**src/rtl/pic_pkg.sv**
```systemverilog
// Shared constants, FSM state type and priority helper for the parametrised PIC core.
package pic_pkg;

  // Register addresses
  localparam logic [1:0] AddrCtrl = 2'd0;
  localparam logic [1:0] AddrImr  = 2'd1;
  localparam logic [1:0] AddrBase = 2'd2;
  localparam logic [1:0] AddrCmd  = 2'd3;

  // Command opcodes, carried in data_in[7:5] of a write to AddrCmd
  localparam logic [2:0] OpEoi        = 3'b001;
  localparam logic [2:0] OpSpecEoi    = 3'b011;
  localparam logic [2:0] OpRotEoi     = 3'b101;
  localparam logic [2:0] OpRotSpecEoi = 3'b111;
  localparam logic [2:0] OpSetPrio    = 3'b110;

  // Bit positions inside the control register
  localparam int unsigned CtrlLtim    = 0;
  localparam int unsigned CtrlAeoi    = 1;
  localparam int unsigned CtrlRotAeoi = 2;

  typedef enum logic [1:0] {
    StIdle,
    StAck1,
    StVec
  } pic_state_e;

  // Rank of a level relative to the lowest-priority pointer; 0 is the highest priority.
  function automatic int unsigned prio_rank(input int unsigned id, input int unsigned ptr,
                                            input int unsigned n);
    return (id + n - ptr - 1) % n;
  endfunction

endpackage

```
**src/rtl/pic_priority_resolver.sv**
```systemverilog
// Combinational rotating priority encoder: first set request scanning from ptr+1 mod N.
module pic_priority_resolver #(
  parameter int unsigned NUM_REQ = 8,
  parameter int unsigned ID_W    = $clog2(NUM_REQ)
) (
  input  logic [NUM_REQ-1:0] req_i,
  input  logic [ID_W-1:0]    ptr_i,
  output logic               valid_o,
  output logic [ID_W-1:0]    id_o
);

  // Scan from the far end so the nearest set bit after ptr is the last one assigned.
  always_comb begin
    logic [ID_W-1:0] idx;
    valid_o = 1'b0;
    id_o    = '0;
    idx     = '0;
    for (int unsigned i = NUM_REQ; i > 0; i--) begin
      idx = ID_W'((32'(ptr_i) + i) % NUM_REQ);
      if (req_i[idx]) begin
        valid_o = 1'b1;
        id_o    = idx;
      end
    end
  end

endmodule

```
**src/rtl/pic_param_core.sv**
```systemverilog
// Parametrised 8259-style interrupt controller core: IRR/IMR/ISR, rotating priority,
// edge/level trigger, auto-EOI and a two-pulse INTA handshake delivering the vector.
module pic_param_core
  import pic_pkg::*;
#(
  parameter int unsigned NUM_IRQ  = 8,
  parameter int unsigned DATA_W   = 16,
  parameter int unsigned VECTOR_W = 8
) (
  input  logic                clk_i,
  input  logic                reset_i,
  input  logic [NUM_IRQ-1:0]  irq_i,
  input  logic                wr_en_i,
  input  logic                rd_en_i,
  input  logic [1:0]          addr_i,
  input  logic [DATA_W-1:0]   data_in_i,
  output logic [DATA_W-1:0]   data_out_o,
  input  logic                inta_i,
  output logic                int_out_o,
  output logic [VECTOR_W-1:0] vector_out_o,
  output logic                vector_valid_o
);

  localparam int unsigned ID_W = $clog2(NUM_IRQ);

  logic [NUM_IRQ-1:0]  irr_q, irr_d, imr_q, imr_d, isr_q, isr_d, irq_prev_q;
  logic [NUM_IRQ-1:0]  isr_set, isr_clr, irr_clr;
  logic [VECTOR_W-1:0] base_q, base_d, vec_q, vec_d;
  logic [2:0]          ctrl_q, ctrl_d;
  logic [ID_W-1:0]     ptr_q, ptr_d, id_q, id_d;
  logic                spur_q, spur_d, int_q, int_d, vec_valid_q, vec_valid_d;
  logic [DATA_W-1:0]   dout_q, dout_d;
  pic_state_e          state_q, state_d;

  logic            pend_valid, isr_valid, int_req;
  logic [ID_W-1:0] pend_id, isr_id, lvl;
  logic [2:0]      op;
  logic            lvl_ok;
  logic            unused_data;

  assign unused_data = ^data_in_i;

  pic_priority_resolver #(.NUM_REQ(NUM_IRQ), .ID_W(ID_W)) u_req_res (
    .req_i   (irr_q & ~imr_q),
    .ptr_i   (ptr_q),
    .valid_o (pend_valid),
    .id_o    (pend_id)
  );

  pic_priority_resolver #(.NUM_REQ(NUM_IRQ), .ID_W(ID_W)) u_isr_res (
    .req_i   (isr_q),
    .ptr_i   (ptr_q),
    .valid_o (isr_valid),
    .id_o    (isr_id)
  );

  assign op     = data_in_i[7:5];
  assign lvl    = data_in_i[ID_W-1:0];
  assign lvl_ok = 32'(lvl) < NUM_IRQ;

  // Fully nested: only a strictly higher-priority request than the in-service level interrupts.
  assign int_req = pend_valid &&
                   (!isr_valid || prio_rank(32'(pend_id), 32'(ptr_q), NUM_IRQ) <
                                  prio_rank(32'(isr_id), 32'(ptr_q), NUM_IRQ));

  // Next-state: register writes, commands, INTA handshake and read mux, all from start-of-cycle state.
  always_comb begin
    state_d     = state_q;
    imr_d       = imr_q;
    base_d      = base_q;
    ctrl_d      = ctrl_q;
    ptr_d       = ptr_q;
    id_d        = id_q;
    spur_d      = spur_q;
    vec_d       = vec_q;
    vec_valid_d = 1'b0;
    dout_d      = dout_q;
    isr_set     = '0;
    isr_clr     = '0;
    irr_clr     = '0;

    if (wr_en_i) begin
      unique case (addr_i)
        AddrCtrl: ctrl_d = data_in_i[2:0];
        AddrImr:  imr_d  = data_in_i[NUM_IRQ-1:0];
        AddrBase: base_d = data_in_i[VECTOR_W-1:0];
        AddrCmd: begin
          case (op)
            OpEoi: if (isr_valid) isr_clr[isr_id] = 1'b1;
            OpRotEoi: begin
              if (isr_valid) begin
                isr_clr[isr_id] = 1'b1;
                ptr_d           = isr_id;
              end
            end
            OpSpecEoi: if (lvl_ok) isr_clr[lvl] = 1'b1;
            OpRotSpecEoi: begin
              if (lvl_ok) begin
                isr_clr[lvl] = 1'b1;
                ptr_d        = lvl;
              end
            end
            OpSetPrio: if (lvl_ok) ptr_d = lvl;
            default: ;
          endcase
        end
        default: ;
      endcase
    end

    unique case (state_q)
      StIdle: begin
        if (inta_i) begin
          state_d = StAck1;
          spur_d  = !pend_valid;
          id_d    = pend_valid ? pend_id : ID_W'(NUM_IRQ - 1);
          if (pend_valid) begin
            isr_set[pend_id] = 1'b1;
            irr_clr[pend_id] = 1'b1;
          end
        end
      end
      StAck1: begin
        if (inta_i) begin
          state_d     = StVec;
          vec_d       = {base_q[VECTOR_W-1:ID_W], id_q};
          vec_valid_d = 1'b1;
          if (ctrl_q[CtrlAeoi] && !spur_q) begin
            isr_clr[id_q] = 1'b1;
            if (ctrl_q[CtrlRotAeoi]) ptr_d = id_q;
          end
        end
      end
      StVec:   state_d = StIdle;
      default: state_d = StIdle;
    endcase

    // A fresh edge beats the acknowledge clear; inta set beats a same-cycle EOI.
    if (ctrl_q[CtrlLtim]) begin
      irr_d = irq_i;
    end else begin
      irr_d = (irr_q & ~irr_clr) | (irq_i & ~irq_prev_q);
    end
    isr_d = (isr_q & ~isr_clr) | isr_set;
    int_d = (state_d == StIdle) && int_req;

    if (rd_en_i) begin
      unique case (addr_i)
        AddrCtrl: dout_d = DATA_W'(irr_q);
        AddrImr:  dout_d = DATA_W'(imr_q);
        AddrBase: dout_d = DATA_W'(isr_q);
        AddrCmd:  dout_d = DATA_W'({ctrl_q, base_q});
        default:  dout_d = '0;
      endcase
    end
  end

  // State register with synchronous active-high reset.
  always_ff @(posedge clk_i) begin
    if (reset_i) begin
      state_q     <= StIdle;
      irr_q       <= '0;
      imr_q       <= '1;
      isr_q       <= '0;
      irq_prev_q  <= '0;
      base_q      <= '0;
      ctrl_q      <= '0;
      ptr_q       <= ID_W'(NUM_IRQ - 1);
      id_q        <= '0;
      spur_q      <= 1'b0;
      int_q       <= 1'b0;
      vec_q       <= '0;
      vec_valid_q <= 1'b0;
      dout_q      <= '0;
    end else begin
      state_q     <= state_d;
      irr_q       <= irr_d;
      imr_q       <= imr_d;
      isr_q       <= isr_d;
      irq_prev_q  <= irq_i;
      base_q      <= base_d;
      ctrl_q      <= ctrl_d;
      ptr_q       <= ptr_d;
      id_q        <= id_d;
      spur_q      <= spur_d;
      int_q       <= int_d;
      vec_q       <= vec_d;
      vec_valid_q <= vec_valid_d;
      dout_q      <= dout_d;
    end
  end

  assign data_out_o     = dout_q;
  assign int_out_o      = int_q;
  assign vector_out_o   = vec_q;
  assign vector_valid_o = vec_valid_q;

endmodule

```
**config.mk**
```make
export PLATFORM = sky130hd
export DESIGN_NAME = pic_param_core
export DESIGN_NICKNAME = d
export VERILOG_FILES = /design/src/rtl/pic_pkg.sv /design/src/rtl/pic_priority_resolver.sv /design/src/rtl/pic_param_core.sv
export SDC_FILE = /design/constraint.sdc
export NUM_CORES = 1
export LEC_CHECK = 0
export BUFFER_PORTS_ARGS = -buffer_cell sky130_fd_sc_hd__buf_2
export CORE_MARGIN = 2
export CORE_UTILIZATION = 62
export CTS_BUF_LIST = sky130_fd_sc_hd__clkbuf_16
export CTS_CLUSTER_DIAMETER = 200
export DETAILED_ROUTE_END_ITERATION = 10
export PLACE_DENSITY = 0.83
export REMOVE_ABC_BUFFERS = 1
export SYNTH_ARGS = -nofsm -noshare
export SYNTH_HDL_FRONTEND = slang
export SYNTH_SLANG_ARGS = --single-unit
```
**constraint.sdc**
```tcl
create_clock -name clk_i -period 6.5 [get_ports clk_i]
set_input_delay 0 -clock clk_i [delete_from_list [all_inputs] [get_ports clk_i]]
set_output_delay 0 -clock clk_i [all_outputs]
set_load 0.005 [all_outputs]
```
After elaboration in Yosys (flattened, before gate mapping)
Index checks and enable logic that the tools add are counted.
{ "totals": {"reg_bits": 78, "output_inout_bits": 26, "word_cells": 186, "inputBits": 31} }
{ "classes": {"n_lt_le_gt_ge": 17, "n_reduce_logical": 23, "n_eq_ne": 9, "addsub": 14, "n_mux": 97, "bitwise_logic": 12} }
{ "ops": {"columns": ["cell", "count"], "rows": [
  ["8-bit 2-to-1 mux", 10],
  ["3-bit 2-to-1 mux", 24],
  ["16-bit one-hot mux with 4 select lines", 1],
  ["1-bit binary-select mux with 3-bit select", 16],
  ["3-bit by 4-bit < comparator with 1-bit output (second input constant)", 12],
  ["1-bit 2-to-1 mux", 37],
  ["8-bit AND", 4],
  ["8-bit NOT", 4],
  ["8-bit bitwise OR", 3],
  ["8-bit one-hot mux with 2 select lines", 1],
  ["3-bit by 1-bit adder with 3-bit output (second input constant)", 4],
  ["3-bit adder (second input constant)", 4],
  ["1-bit demux with 3-bit select", 4],
  ["3-bit by 1-bit >= comparator with 1-bit output (second input constant)", 4],
  ["2-bit AND reduction", 5],
  ["3-bit == test (second input constant)", 3],
  ["2-bit OR reduction", 4],
  ["1-bit logical AND", 7],
  ["3-bit by 2-bit adder with 3-bit output (second input constant)", 2],
  ["2-bit logical NOT", 3],
  ["3-bit one-hot mux with 2 select lines", 1],
  ["3-bit by 2-bit subtractor with 3-bit output (second input constant)", 2],
  ["3-bit subtractor", 2],
  ["2-bit by 1-bit == test with 1-bit output (second input constant)", 2],
  ["other kinds (9)", 13]
]} }

Depth between registers and ports, before layout
Gate-level depths: netlist of run 1.
{ "logic_depth": {"depth_word": 26, "depth_mapped": 21, "mapped_depth_nobuf": 17} }

Hierarchy
Synthesis of run 1 repeated with hierarchy kept, for this count alone.
{ "unflattened": {"cells_unflattened": 535, "area_unflattened_um2": 4835.9} }
{ "by_module_without_submodules": {"columns": ["module", "area_per_inst_um2", "instances", "cells_per_inst", "seq_area_each_um2"], "rows": [
  ["pic_param_core", 3487.1, 1, 381, 1461.4],
  ["pic_priority_resolver", 674.4, 2, 77, 0.0]
]} }

Worst setup path before layout of run 1
No wires, ideal clock.
{ "synth_timing": {"kind": "flip-flop to flip-flop", "from": "register ptr_q[0]", "to": "register int_q (netlist: int_out_o)", "slack_ns": 2.259, "path_buffers": 4, "arrival_time_ns": 4.150, "setup_time_ns": 0.092, "required_time_ns": 6.408, "path_stages_with_launch": 21, "period_less_slack_ns": 4.241, "cell_sequence": "dfxtp_1 > buf_6 > inv_4 > buf_2 > ha_1 > buf_2 > xnor2_2 > mux4_2 > mux2_2 > and3_1 > o22a_1 > and2_1 > buf_2 > ha_1 > fa_1 > xor2_1 > xnor2_1 > ha_1 > a21oi_1 > nor2_1 > nor4_1"} }
{ "synth_via": {"elab_chain_len": 18, "word_cells_on_any_way": 83, "classes_between": "add/sub: 14; order compare: 1; mux: 64; reduce/logical: 4"} }
{ "synth_rtl": {"columns": ["item", "line", "text"], "rows": [
  ["start, declared", "pic_param_core.sv:30", "logic [ID_W-1:0] ptr_q, ptr_d, id_q, id_d;"],
  ["start signal, assigned", "pic_param_core.sv:168", "ptr_q <= ID_W'(NUM_IRQ - 1);"],
  ["start signal, assigned", "pic_param_core.sv:183", "ptr_q <= ptr_d;"],
  ["3-bit by 1-bit adder with 3-bit output", "pic_priority_resolver.sv:19", "idx = ID_W'((32'(ptr_i) + i) % NUM_REQ);"],
  ["1-bit binary-select mux with 3-bit select", "pic_priority_resolver.sv:20", "if (req_i[idx]) begin"],
  ["1-bit 2-to-1 mux (not written as such)", "pic_priority_resolver.sv:20", null],
  ["3-bit 2-to-1 mux (8 in a row)", "pic_priority_resolver.sv:20", null],
  ["3-bit by 1-bit adder with 3-bit output", "pic_pkg.sv:31", "return (id + n - ptr - 1) % n;"],
  ["3-bit subtractor", "pic_pkg.sv:31", null],
  ["3-bit by 2-bit subtractor with 3-bit output", "pic_pkg.sv:31", null],
  ["3-bit < comparator", "pic_param_core.sv:63", "(!isr_valid || prio_rank(32'(pend_id), 32'(ptr_q), NUM_IRQ) <"],
  ["1-bit logical OR", "pic_param_core.sv:63", null],
  ["1-bit logical AND *", "pic_param_core.sv:62", "assign int_req = pend_valid &&"],
  ["1-bit logical AND *", "pic_param_core.sv:145", "int_d = (state_d == StIdle) && int_req;"],
  ["end signal, assigned", "pic_param_core.sv:186", "int_q <= int_d;"],
  ["end, declared", "pic_param_core.sv:31", "logic spur_q, spur_d, int_q, int_d, vec_valid_q, vec_valid_d;"]
]} }
Mark *: on every way between the ends. The rest lies on a longest branch, timed or not. The select of a mux whose other input is x is not followed.
A chain may end at the register's enable or synchronous reset.

Worst setup path in the final report of run 1
Ends and elaborated chain as after synthesis.

==> results of run 1 <==
-- how the worst min path moves through the flow --
stage | depth (start not counted) | from | end
3_5_place_dp | 3 | data_in_i[3] | imr_q[3]
5_1_grt | 3 | data_in_i[0] | ctrl_q[0]
4_1_cts | 3 | data_in_i[6] | imr_q[6]
6_report | 3 | inta_i | state_q[0]
3_3_place_gp | 3 | data_in_i[4] | imr_q[4]
2_1_floorplan | 1 | reset_i | data_out_o[10]
-- layout make-up --
class | count | area (um2)
Multi-Input combinational cell | 460 | 3730
Fill cell | 667 | 2630
Sequential cell | 73 | 1460
Timing Repair Buffer | 59 | 360
Clock buffer | 9 | 225
Tap cell | 108 | 135
Inverter | 17 | 66.3
Clock inverter | 7 | 61.3
-- sequential cells by signal, summed over array words and instances (netlist names) --
| name | count |
|---|---|
| state_q | 2 |
| int_out_o | 1 |
| ptr_q | 3 |
| data_out_o | 11 |
| spur_q | 1 |
| imr_q | 8 |
| ctrl_q | 3 |
| isr_q | 8 |
| base_q | 8 |
| irr_q | 8 |
| vector_out_o | 8 |
| irq_prev_q | 8 |
| id_q | 3 |
| vector_valid_o | 1 |
-- cell usage after synthesis, types with 9 or more instances --
| cell type | number | share of area |
|---|---|---|
| a21oi_1 | 25 | 0.023 |
| buf_2 | 9 | 0.0082 |
| clkbuf_1 | 22 | 0.015 |
| dfxtp_1 | 73 | 0.27 |
| inv_1 | 14 | 0.0096 |
| mux2_2 | 11 | 0.023 |
| mux2i_1 | 46 | 0.084 |
| mux4_2 | 35 | 0.14 |
| nand2_1 | 58 | 0.040 |
| nand2b_1 | 19 | 0.022 |
| nand3_1 | 21 | 0.019 |
| nor2_1 | 50 | 0.034 |
| nor2b_1 | 22 | 0.025 |
| nor3_1 | 9 | 0.0082 |
| o21ai_0 | 9 | 0.0082 |
| o22ai_1 | 9 | 0.010 |
-- where the power goes --
group / internal (uW) / total, uW / switching (uW)
clock: 293 / 474 / 181
sequential: 471 / 497 / 25.1
combinational: 101 / 233 / 131
-- stage by stage --
step | total power (uW) | setup slack (ns) | cell area (um2) | utilization | cells
floorplan | 653 | 1.22 | 5260 | - | 550
global placement | 720 | 1.95 | 5660 | 0.652 | 707
detailed placement | 727 | 1.87 | 5660 | 0.652 | 707
CTS | 1200 | 1.84 | 6040 | 0.697 | 733
global route | 1250 | 1.51 | 6040 | 0.697 | 733
finish | 1200 | 1.83 | 6040 | 0.697 | 733
-- worst min-delay path: cells and delay by family --
family,cells,cell delay (ns)
buffers and inverters,1,0.13
xor gates and xnor gates,1,0.12
and+or+nand+nor,1,0.04
-- what timing repair did --
action	CTS	global route
hold buffers	10	0
setup endpoints to repair	0	0
hold endpoints to repair	12	0
-- placed cells by master (no fill, tap or decap), drive strengths merged, types with 6 or more instances in the layout --
| cell type | netlist | final |
|---|---|---|
| dfxtp | 73 | 73 |
| nand2 | 58 | 58 |
| nor2 | 50 | 50 |
| buf | 28 | 49 |
| mux2i | 47 | 47 |
| mux4 | 36 | 36 |
| a21oi | 25 | 25 |
| nor2b | 23 | 23 |
| nand3 | 21 | 21 |
| nand2b | 20 | 20 |
| inv | 17 | 19 |
| o21ai | 18 | 18 |
| mux2 | 11 | 11 |
| dlygate4sd3 | 0 | 10 |
| o22ai | 9 | 9 |
| nor3 | 9 | 9 |
| clkbuf | 22 | 9 |
| and2 | 8 | 8 |
| and3 | 8 | 8 |
| nand3b | 8 | 8 |
| a22oi | 7 | 7 |
| xnor2 | 7 | 7 |
| a31oi | 6 | 6 |
| ha | 6 | 6 |
| o2111ai | 6 | 6 |
-- cell families after synthesis --
kind of cell,Yosys count,share of synthesized area
compound gates,120,0.162
xor+xnor,10,0.0255
fa+ha+maj,8,0.0209
buf+inv,67,0.0584
flops,73,0.266
mux,94,0.258
other cells,1,0.000682
simple gates,223,0.208
-- metal layers --
layer	vias up	global-route usage	routed length (um)
li1	2247	-	-
met1	2344	0.410	5900
met2	301	0.502	6950
met3	64	0.0587	1380
met4	0	0.149	554
met5	-	0	0
==> summary.md, run 1 <==
| Metric | Value |
|---|---|
| Outcome | `finished clean` |
| Period utilization | `0.719` |
| TritonCTS Buffers | `9` |
| Post-synthesis sequential area ratio | `0.266` |
| DRT iter0 DRCs | `447` |
| CP most frequent cell | `ha_1` |
| Vias | `4956` |
| Syn avg cell area | `9.23 um2` |
| Initial Utilization | `0.634` |
| VDD IR max | `0.216 mV` |
| Worst-path clk slew | `0.06 ns` |
| IO Count | `57` |
| Synth Cell Area | `5500 um2` |
| Initial antenna violation count | `0` |
| # DRC | `0` |
| Crit Path Class | `register to register` |
| Layout area overhead | `9.87%` |
| RSZ-0062 raised after global routing | `false` |
| Max Clk Rate | `214 MHz` |
| IO Port Bufs | `43` |
| FF+latch count, synth | `73` |
| Cts repair resizes | `0` |
| Req. time, crit path | `6.74 ns` |
| Horiz. Die Dim | `98.2 um` |
| EDFF count, synth | `0` |
| Worst R2R End | `int_out_o` |
| Total Routing Usage GR | `0.313` |
| First-pass DRT Iterations | `6` |
| HP Class | `primary input to register` |
| Number of library cell types mapped by synthesis | `75` |
| Lkg Pwr | `0.00247 uW` |
| Post-CTS setup buffer count | `0` |
| Pwr/cell area | `199 nW/um2` |
| CP max stage delay | `0.77 ns` |
| Maximum number of pins on one net before global-route repair | `51` |
| Vias in the first global route | `4747` |
| Core area | `8680 um2` |
| WHS | `0.00540 ns` |
| Clock Path Buffers | `2` |
| R2R Path Start | `ptr_q[0]` |
| Post-route ant nets | `0` |
| Placer Congestion | `0.954` |
| CTS tree | `yes` |
| Die Y | `98.2 um` |
| Fin crit period | `4.67 ns` |
| Critical path capture point | `int_out_o` |
| Buffer and inverter count on the worst path | `1` |
| Synth Flop Type | `dfxtp_1` |
| Global-route wire length before repair | `24.2 mm` |
| Rows | `34` |
| Setup crit start | `ptr_q[0]` |
| Slew headroom | `0.432` |
| Hold Vio Cnt, Final | `0` |
| TritonCTS Sinks | `73` |
| # setup viols final | `0` |
| Reg2reg setup slack | `1.83 ns` |
| Post-synthesis cell count | `596` |
| Tightest Pin Transition | `0.853 ns` |
| Die ar. | `9640 um2` |
| Clock root cell | `clkbuf_16` |
| H-tree depth | `3` |
| Final setup TNS | `0 ns` |
| Fraction of layout instances using a drive strength above 1 | `0.208` |
| Crit start category | `register` |
| Dpl hpwl | `10.4 mm` |
| CP arrival | `4.92 ns` |
| Final wirelength | `14.8 mm` |
| Crit path max-delay family | `adder cells` |
| Endpoint type of the worst setup path | `register` |
| Reg2reg path depth | `16` |
| Clk Latency, worst-skew pair | `0.33 ns` |
| Cell-by-cell trace of the critical path | `inv_4 -> ha_1 -> xnor2_2 -> mux4_2 -> mux2_2 -> and3_1 -> o22a_1 -> and2_1 -> ha_1 -> fa_1 -> xor2_1 -> xnor2_1 -> ha_1 -> a21oi_1 -> nor2_1 -> nor4_1` |
| Crit. path cell count | `16` |
| CP Max Fanout | `19` |
| Diode count | `0` |
| Fin nets | `659` |
| Slew Viols, Final | `0` |
| Clock skew | `0.00329 ns` |
| GRT overflow | `0` |
| Max-Cap Viols | `0` |
| Slowest CP cell | `ha_1` |
| Drt wl/cell | `20.2 um` |
| Ys async rst share | `0` |
| Average vias per placed instance | `6.76` |
| Ys Warns | `0` |
No activity file was read; power rests on OpenSTA's default activity.
==> run 2, diff against run 1 <==
--- a/config.mk
+++ b/config.mk
@@ -7,11 +7,11 @@
 export LEC_CHECK = 0
 export BUFFER_PORTS_ARGS = -buffer_cell sky130_fd_sc_hd__buf_2
 export CORE_MARGIN = 2
-export CORE_UTILIZATION = 62
+export CORE_UTILIZATION = 54
 export CTS_BUF_LIST = sky130_fd_sc_hd__clkbuf_16
 export CTS_CLUSTER_DIAMETER = 200
 export DETAILED_ROUTE_END_ITERATION = 10
-export PLACE_DENSITY = 0.83
+export PLACE_DENSITY = 0.77
 export REMOVE_ABC_BUFFERS = 1
 export SYNTH_ARGS = -nofsm -noshare
 export SYNTH_HDL_FRONTEND = slang
==> constraint.sdc (replaced) <==
create_clock -name clk_i -period 3.8 [get_ports clk_i]
set_input_delay 0 -clock clk_i [delete_from_list [all_inputs] [get_ports clk_i]]
set_output_delay 0 -clock clk_i [all_outputs]
set_load 0.005 [all_outputs]
==> summary.md, run 2 (synthesis gave the netlist of run 1 again) <==
| Metric | Value |
|---|---|
| Drt wl/cell | `20.7 um` |
| Endpoint type of the worst setup path | `register` |
| Outcome | `finished clean` |
| Clock skew | `0.00580 ns` |
| Clock root cell | `clkbuf_16` |
| CTS tree | `yes` |
| First-pass DRT Iterations | `5` |
| DRT iter0 DRCs | `479` |
| IO Port Bufs | `43` |
| Global-route wire length before repair | `27.0 mm` |
| Die Y | `105 um` |
| FF+latch area | `1470 um2` |
| Slew Viols, Final | `0` |
| HP Class | `primary input to register` |
| Placer Congestion | `0.957` |
| Period utilization | `0.996` |
| Vias in the first global route | `5159` |
| VDD IR max | `0.422 mV` |
| Maximum number of pins on one net before global-route repair | `50` |
| Fin crit period | `3.78 ns` |
| Core area | `9820 um2` |
| Largest register FFs | `11` |
| Rows | `36` |
| Die ar. | `11000 um2` |
| TritonCTS Sinks | `73` |
| Layout fillers | `811` |
| Initial antenna violation count | `0` |
| Final setup TNS | `0 ns` |
| RSZ-0062 raised after global routing | `true` |
| Vias | `5317` |
| CP arrival | `4.02 ns` |
| # setup viols final | `0` |
| Fraction of layout instances using a drive strength above 1 | `0.309` |
| Max-Cap Viols | `0` |
| Worst-path clk slew | `0.06 ns` |
| Tightest Pin Transition | `0.815 ns` |
| H-tree depth | `3` |
| Post-route ant nets | `0` |
| Slew headroom | `0.456` |
| Commonest non-fill, non-tap cell in the layout | `dfxtp_1` |
| Clk Latency, worst-skew pair | `0.33 ns` |
| Lkg Pwr | `0.00284 uW` |
| Total Power | `2230 uW` |
| Final wirelength | `17.1 mm` |
| Multi-input logic area | `3860 um2` |
| Initial Utilization | `0.560` |
| Req. time, crit path | `4.04 ns` |
| Worst Hold Path Cells | `3` |
| Total Routing Usage GR | `0.309` |
| Final instance area | `6830 um2` |
| IO Count | `57` |
| Clock Path Buffers | `2` |
| Horiz. Die Dim | `105 um` |
| CP Max Fanout | `3` |
| Placed Cells incl. Taps | `786` |
| Hold Vio Cnt, Final | `0` |
| Dpl hpwl | `12.4 mm` |
| Average vias per placed instance | `6.42` |
| Layout area overhead | `24.2%` |
| Pwr/cell area | `327 nW/um2` |
| # DRC | `0` |
| Reg2reg path depth | `18` |
| Crit start category | `register` |
| TritonCTS Buffers | `9` |
| Max Clk Rate | `264 MHz` |
| Final std cells w/o fill | `828` |
| Placed Area | `6130 um2` |
| Crit Path Class | `register to register` |
| Fin nets | `730` |
| Most frequent cells in the layout | `dfxtp_1, buf_4, nand2_1, nor2_1, mux2i_1` |
| GRT overflow | `0` |
| Diode count | `0` |
## run 2: cell types whose count changed in the layout (fill, tap and decap cells not counted), sizes merged
cell / previous run / this run
bufinv: 1 / 2
dlygate4sd3: 10 / 14
buf: 49 / 116
inv: 19 / 17
## run 2: critical path: stages (launching register included)
cell     delay [ns]
dfxtp_2        0.34
buf_4          0.15
ha_4           0.17
buf_4          0.15
xor2_4         0.15
mux4_2         0.23
buf_4          0.13
mux2i_4        0.06
a211o_1        0.23
a311o_1        0.37
and2_4         0.17
ha_2           0.18
fa_2           0.35
xor2_1         0.20
xnor2_1        0.17
ha_1           0.27
a21oi_2        0.13
nor2_1         0.05
nor4_1         0.20
## run 2: worst paths after layout
check | from | end | slack [ns]
worst min-delay path | data_in_i[0] | ctrl_q[0] | 0.03
worst max register to register | ptr_q[1] | int_out_o | 0.02
worst max-delay path | ptr_q[1] | int_out_o | 0.02
worst min register to register | vector_out_o[0] | vector_out_o[0] | 0.45
## run 2: what timing repair did
action                     4_1_cts  5_1_grt
setup endpoints to repair        1        1
hold buffers                    14        0
hold endpoints to repair        17        0
gates resized for setup         11       21
pin swaps                        3       15
buffers inserted                 1       12
## run 2: report_power, final
part	internal, uW	switching (uW)	leakage [uW]
sequential	806	45.5	0.000597
clock	567	315	0.000147
combinational	239	261	0.00210
total	1610	622	0.00284
## run 2: cell type report
cell class                      count  share of cell area
Timing Repair Buffer              130               0.141
Multi-Input combinational cell    460               0.565
Sequential cell                    73               0.215
Clock inverter                      6              0.0123
Inverter                           17             0.00971
Clock buffer                        9              0.0330
Tap cell                          133              0.0244
## run 2: stage by stage
stage                     setup slack [ns]  hold WS [ns]   util
after detailed placement            -0.190         0.252  0.624
after floorplan                      -1.48        0.0691      -
after CTS                          0.00461        0.0222  0.676
final                               0.0154        0.0295  0.696
after global routing                -0.117        0.0682  0.696
after global placement             -0.0748         0.233  0.624
## run 2: metal layers
metal	vias to the layer above	routed length, um	part of all wire	global-route usage
li1	2393	-	-	-
met1	2552	6700	0.39	0.398
met2	317	8310	0.49	0.514
met3	55	1410	0.082	0.0399
met4	0	692	0.040	0.143
met5	-	0	0	0
